<file path="src/rtl/lane_arbiter_if.sv">
// Lane request/control bundle between the node ports and one lane_arbiter instance.
interface lane_arbiter_if #(
    parameter int unsigned NODE_COUNT       = 8,
    parameter int unsigned NODE_COUNT_DIGIT = 3
);
    localparam int unsigned REQ_W = NODE_COUNT_DIGIT + 1;

    logic [NODE_COUNT*REQ_W-1:0]  req_in;
    logic [NODE_COUNT*3-1:0]      ctrl_out;
    logic [NODE_COUNT_DIGIT-1:0]  cur_src;
    logic [NODE_COUNT_DIGIT-1:0]  cur_dst;
    logic [15:0]                  xfer_count;

    modport master (
        output req_in,
        input  ctrl_out, cur_src, cur_dst, xfer_count
    );

    modport slave (
        input  req_in,
        output ctrl_out, cur_src, cur_dst, xfer_count
    );
endinterface

</file>
<file path="src/rtl/lane_arbiter.sv">
// Round-robin arbiter for one directional lane: elects a sender, holds the lane
// for HOLD_CYCLES, then inserts one turnaround cycle.
module lane_arbiter #(
    parameter int unsigned NODE_COUNT       = 8,
    parameter int unsigned NODE_COUNT_DIGIT = 3,
    parameter int unsigned DIRECTION        = 0,
    parameter int unsigned HOLD_CYCLES      = 1,
    parameter int unsigned REQ_W            = NODE_COUNT_DIGIT + 1
) (
    input  logic           clk,
    input  logic           reset,
    lane_arbiter_if.slave  bus
);
    localparam int unsigned NW     = NODE_COUNT_DIGIT;
    localparam int unsigned HOLD_W = (HOLD_CYCLES > 1) ? $clog2(HOLD_CYCLES) : 1;
    localparam int unsigned CTRL_W = NODE_COUNT * 3;

    typedef enum logic [1:0] {IDLE, XFER, RELEASE} state_t;

    state_t             state_q, state_d;
    logic [NW-1:0]      rr_ptr_q, rr_ptr_d;
    logic [HOLD_W-1:0]  hold_q, hold_d;
    logic [NW-1:0]      src_q, src_d;
    logic [NW-1:0]      dst_q, dst_d;
    logic [15:0]        cnt_q, cnt_d;
    logic [CTRL_W-1:0]  ctrl_q, ctrl_d;
    logic [NW:0]        pick;

    // Returns {found, node}: first eligible requester at or after ptr, wrapping.
    function automatic logic [NW:0] pick_f(input logic [NODE_COUNT*REQ_W-1:0] req,
                                           input logic [NW-1:0] ptr);
        logic              found;
        logic [NW-1:0]     sel;
        logic [REQ_W-1:0]  r;
        logic              ok;
        int unsigned       idx;
        found = 1'b0;
        sel   = '0;
        for (int unsigned k = 0; k < NODE_COUNT; k++) begin
            idx = (32'(ptr) + k) % NODE_COUNT;
            r   = req[idx*REQ_W +: REQ_W];
            if (DIRECTION == 0) ok = r[REQ_W-1] && (32'(r[NW-1:0]) > idx);
            else                ok = r[REQ_W-1] && (32'(r[NW-1:0]) < idx);
            if (ok && !found) begin
                found = 1'b1;
                sel   = NW'(idx);
            end
        end
        return {found, sel};
    endfunction

    assign pick = pick_f(bus.req_in, rr_ptr_q);

    // Next-state, arbitration and next-output logic.
    always_comb begin
        state_d  = state_q;
        rr_ptr_d = rr_ptr_q;
        hold_d   = hold_q;
        src_d    = src_q;
        dst_d    = dst_q;
        cnt_d    = cnt_q;
        ctrl_d   = '0;
        unique case (state_q)
            IDLE: begin
                if (pick[NW]) begin
                    state_d = XFER;
                    src_d   = pick[NW-1:0];
                    dst_d   = bus.req_in[32'(pick[NW-1:0])*REQ_W +: NW];
                    hold_d  = HOLD_W'(HOLD_CYCLES - 1);
                end
            end
            XFER: begin
                if (hold_q == '0) begin
                    state_d  = RELEASE;
                    cnt_d    = cnt_q + 16'd1;
                    rr_ptr_d = (src_q == NW'(NODE_COUNT - 1)) ? '0 : src_q + NW'(1);
                end else begin
                    hold_d = hold_q - HOLD_W'(1);
                end
            end
            RELEASE: state_d = IDLE;
            default: state_d = IDLE;
        endcase
        if (state_d == XFER) begin
            for (int unsigned i = 0; i < NODE_COUNT; i++) begin
                ctrl_d[i*3 + 2] = (src_d == NW'(i));
                ctrl_d[i*3 + 1] = (dst_d == NW'(i));
                ctrl_d[i*3]     = 1'b1;
            end
        end
    end

    always_ff @(posedge clk or negedge reset) begin
        if (!reset) begin
            state_q  <= IDLE;
            rr_ptr_q <= '0;
            hold_q   <= '0;
            src_q    <= '0;
            dst_q    <= '0;
            cnt_q    <= '0;
            ctrl_q   <= '0;
        end else begin
            state_q  <= state_d;
            rr_ptr_q <= rr_ptr_d;
            hold_q   <= hold_d;
            src_q    <= src_d;
            dst_q    <= dst_d;
            cnt_q    <= cnt_d;
            ctrl_q   <= ctrl_d;
        end
    end

    assign bus.ctrl_out   = ctrl_q;
    assign bus.cur_src    = src_q;
    assign bus.cur_dst    = dst_q;
    assign bus.xfer_count = cnt_q;
endmodule

</file>
<file path="src/flat_wrapper.sv">
// flat-port wrapper written by rule: the top's interface ports become plain ports
module lane_arbiter_flat 
#(
    parameter int unsigned NODE_COUNT       = 8,
    parameter int unsigned NODE_COUNT_DIGIT = 3,
    parameter int unsigned DIRECTION        = 0,
    parameter int unsigned HOLD_CYCLES      = 1,
    parameter int unsigned REQ_W            = NODE_COUNT_DIGIT + 1
)
  (clk, reset, bus_req_in, bus_ctrl_out, bus_cur_src, bus_cur_dst, bus_xfer_count);
  lane_arbiter_if #(.NODE_COUNT(NODE_COUNT), .NODE_COUNT_DIGIT(NODE_COUNT_DIGIT)) bus_i ();
  input  logic clk;
  input  logic reset;
  input wire logic [$bits(bus_i.req_in)-1:0] bus_req_in;
  output wire logic [$bits(bus_i.ctrl_out)-1:0] bus_ctrl_out;
  output wire logic [$bits(bus_i.cur_src)-1:0] bus_cur_src;
  output wire logic [$bits(bus_i.cur_dst)-1:0] bus_cur_dst;
  output wire logic [$bits(bus_i.xfer_count)-1:0] bus_xfer_count;
  assign bus_i.req_in = bus_req_in;
  assign bus_ctrl_out = bus_i.ctrl_out;
  assign bus_cur_src = bus_i.cur_src;
  assign bus_cur_dst = bus_i.cur_dst;
  assign bus_xfer_count = bus_i.xfer_count;
  lane_arbiter #(.NODE_COUNT(NODE_COUNT), .NODE_COUNT_DIGIT(NODE_COUNT_DIGIT), .DIRECTION(DIRECTION), .HOLD_CYCLES(HOLD_CYCLES), .REQ_W(REQ_W)) u_core (.clk(clk), .reset(reset), .bus(bus_i));
endmodule
</file>
<file path="config.mk">
export PLATFORM = sky130hd
export DESIGN_NAME = lane_arbiter_flat
export DESIGN_NICKNAME = d
export VERILOG_FILES = /design/src/rtl/lane_arbiter_if.sv /design/src/rtl/lane_arbiter.sv /design/src/flat_wrapper.sv
export SDC_FILE = /design/constraint.sdc
export NUM_CORES = 1
export LEC_CHECK = 0
export CORE_MARGIN = 1
export CORE_UTILIZATION = 55
export DETAILED_ROUTE_END_ITERATION = 10
export DONT_BUFFER_PORTS = 1
export GPL_ROUTABILITY_DRIVEN = 0
export HOLD_SLACK_MARGIN = 0.08
export PLACE_DENSITY = 0.7
export SLEW_MARGIN = 20
export SYNTH_ARGS = -nofsm -noshare
export SYNTH_HDL_FRONTEND = slang
export SYNTH_SLANG_ARGS = --single-unit
</file>
<file path="constraint.sdc">
create_clock -name clk -period 11.6 [get_ports clk]
set_input_delay 2.9 -clock clk [delete_from_list [all_inputs] [get_ports clk]]
set_output_delay 2.9 -clock clk [all_outputs]
set_load 0.01 [all_outputs]
</file>
==> impl_metrics.toml <==
[outcome]
status = "completed"

[route]
vias = 3571
drt-initial-drc-count = 278
vias_per_cell = 6.59
drc_errors = 0
post_drt_wl_per_cell_um = 19.0
wl_mm = 10.3
antenna_left = 0
drt-pass1-iter-count = 7

[yosys]
yosysUniqueCellTypes = 65
synth_warnings = 0
ys.flop_type = "dfrtp_1"
ys_ff_latch = 44
ys_seq_area_share_pct = 25.4
synth_area_sq_mm = 0.00433
synth_edf_count = 0
async_flop_share_pct = 100
syn_nets = 518
syn_avg_cell_area_sq_um = 9.53
syn_inst = 455

[cts]
root_buffer = "clkbuf_8"
cts_tree = "done"
clockBufferDepth = 2
htree_levels = 2
worst_skew_pair.late_latency_ns = 0.29
cts_setup_buffers = 0
cts.sinks = 44
postCtsHoldBufs = 0
numCtsBuffers = 5
cts_resized = 0
path_clk_slew_ns = 0.08

[timing]
fmax_mhz = 137
min_period_ns = 7.28
hold_viol_final = 0
tightest_slew_ns = 1.05
slew_violations = 0
tns_ns = 0
relSlewSlack_pct = 30.0
finalSetupViolations = 0
clock_skew_ns = 0.00714
period_share_pct = 62.8
hold_slack_ns = 0.538
rsz0062_at_grt = "no"

[die]
design.core.area_sq_mm = 0.00769
die_w_um = 90.8
row_count = 32
die_h_um = 90.8
io_pins = 80
die_area_sq_mm = 0.00824
start_util_pct = 56.4

[placed_design]
place_hpwl_mm = 7.78
port_buffers = 0
place_inst = 534

[global_route]
grt.total_usage_pct = 26.1
grt_pass1_vias = 3527
grt_pass1_wl_mm = 17.2
grt_start_max_net_pins = 45
antenna_found_initial = 0
grt_overflow = 0

[run]
drv_cap = 0

[min_path]
worstHoldPathType = "flop to flop"

[setup_path]
end_kind = "flop"
critPathMaxStageDelay_ns = 0.88
slowest_stage = "a2bb2oi_2"
crit_arrival_ns = 7.48
required_ns = 11.80
critical_path.max_fanout = 27
startpoint_type = "primary input"
crit_type = "primary input to flop"
crit_chain = "mux4_2 > mux2_2 > ha_1 > nor2b_1 > o21ai_0 > a211o_1 > a21boi_0 > a41oi_1 > a2bb2oi_2 > mux2i_1 > mux2_4 > a222oi_1 > nand2_1 > nor4_2"

[layout]
area_growth_pct = 3.18
finalNetCount = 502
fin_cells = 542
drive_above_1_share_pct = 15.0
diodes = 0
[logic make-up (layout without fill, tap and decap cells)]
family,Yosys count,in the layout,share of synthesized area [%]
AO/OA/AOI/OAI,83,83,14.8
XOR/XNOR,18,18,4.07
adder cells (fa/ha/maj),29,29,8.37
buffers and inverters,45,30,5.31
flip-flops,44,44,25.4
multiplexers,57,57,22.1
AND/OR/NAND/NOR,179,179,19.9
[final timing paths]
kind / startpoint / endpoint / slack, ns / depth (start not counted)
min in group asynchronous: reset / u_core.bus.xfer_count[8] / 2.29 / 0
max in group asynchronous: reset / u_core.bus.ctrl_out[13] / 9.21 / 0
hold reg to reg: u_core.bus.xfer_count[15] / u_core.bus.xfer_count[15] / 0.54 / 1
setup / recovery: bus_req_in[1] / u_core.bus.ctrl_out[22] / 4.32 / 14
hold / removal: u_core.bus.xfer_count[15] / u_core.bus.xfer_count[15] / 0.54 / 1
setup reg to reg: u_core.rr_ptr_q[0] / u_core.bus.ctrl_out[22] / 4.76 / 18
[cell usage after synthesis (4+ instances only)]
master    number  area share, %
clkbuf_1       7           0.61
buf_4          8            1.4
nand2_1       71            6.1
a21oi_1        7           0.81
xnor2_1       11            2.2
xor2_1         6            1.2
a32oi_1        4           0.81
nand4_1        7            1.0
dfrtp_1       44             25
a211oi_1       5           0.87
nor2_1        32            2.8
and3_1        10            1.4
buf_1          5           0.43
inv_1         13            1.1
buf_2          5           0.58
mux2i_1       19            4.4
nand2b_1      10            1.4
o21ai_1        4           0.46
ha_1          29            8.4
mux2_2         7            1.8
and2_1         4           0.58
mux4_2        30             16
o21a_1         8            1.4
nand3_1       11            1.3
nor2b_1       11            1.6
a211o_1        6            1.2
o21ai_0       16            1.8
nor3_1         7           0.81
[layer usage]
layer | global-route usage [%] | share of wire [%]
met4 | 8.20 | 2.1
met1 | 33.5 | 42
met2 | 43.8 | 50
met5 | 0 | 0
met3 | 5.89 | 5.9
[stage by stage]
step | util [%] | cell area, sq um | setup slack, ns
after CTS | 58.1 | 4460 | 4.34
after detailed placement | 56.5 | 4340 | 4.07
after global placement | 56.5 | 4340 | 4.33
after floorplan | - | 4330 | 5.05
after global routing | 58.2 | 4470 | 3.96
final | 58.2 | 4470 | 4.32
[cells in the final DEF (no fill, tap or decap), types with 4 or more instances in the layout]
master,Yosys,routed
nand2_1,71,71
dfrtp_1,44,43
nor2_1,32,32
mux4_2,30,30
ha_1,29,29
mux2i_1,19,19
o21ai_0,16,16
inv_1,13,13
xnor2_1,11,11
nor2b_1,11,11
nand3_1,11,11
and3_1,10,10
nand2b_1,10,10
o21a_1,8,8
mux2_2,7,7
a21oi_1,7,7
nor3_1,7,7
nand4_1,7,7
xor2_1,6,6
a211o_1,6,6
clkbuf_8,0,6
a211oi_1,5,5
buf_4,8,5
a32oi_1,4,4
and2_1,4,4
o21ai_1,4,4
[area by class of cell]
cell class | count | area, sq um
flip-flops and latches | 44 | 1100
well taps | 102 | 128
multi-input cells | 366 | 3020
repair buffers | 5 | 37.5
clock buffers | 6 | 82.6
clock inverters | 2 | 38.8
inverters | 17 | 66.3
fillers | 674 | 3220
[flip-flops by register name (all words and copies together), names as in the netlist]
register / cells
u_core.bus.ctrl_out: 17
u_core.bus.cur_dst: 3
u_core.bus.cur_src: 3
u_core.bus.xfer_count: 16
u_core.rr_ptr_q: 3
u_core.state_q: 2
[worst max-delay path, delay by kind of cell]
kind	cells	cell delay, ns
compound gates	6	2.47
fa+ha+maj	1	0.28
mux	4	1.25
simple gates	3	0.59
Power is left out: the tool's default activity adds up to more than one toggle a clock period on the data nets, which glitch-free logic cannot reach.
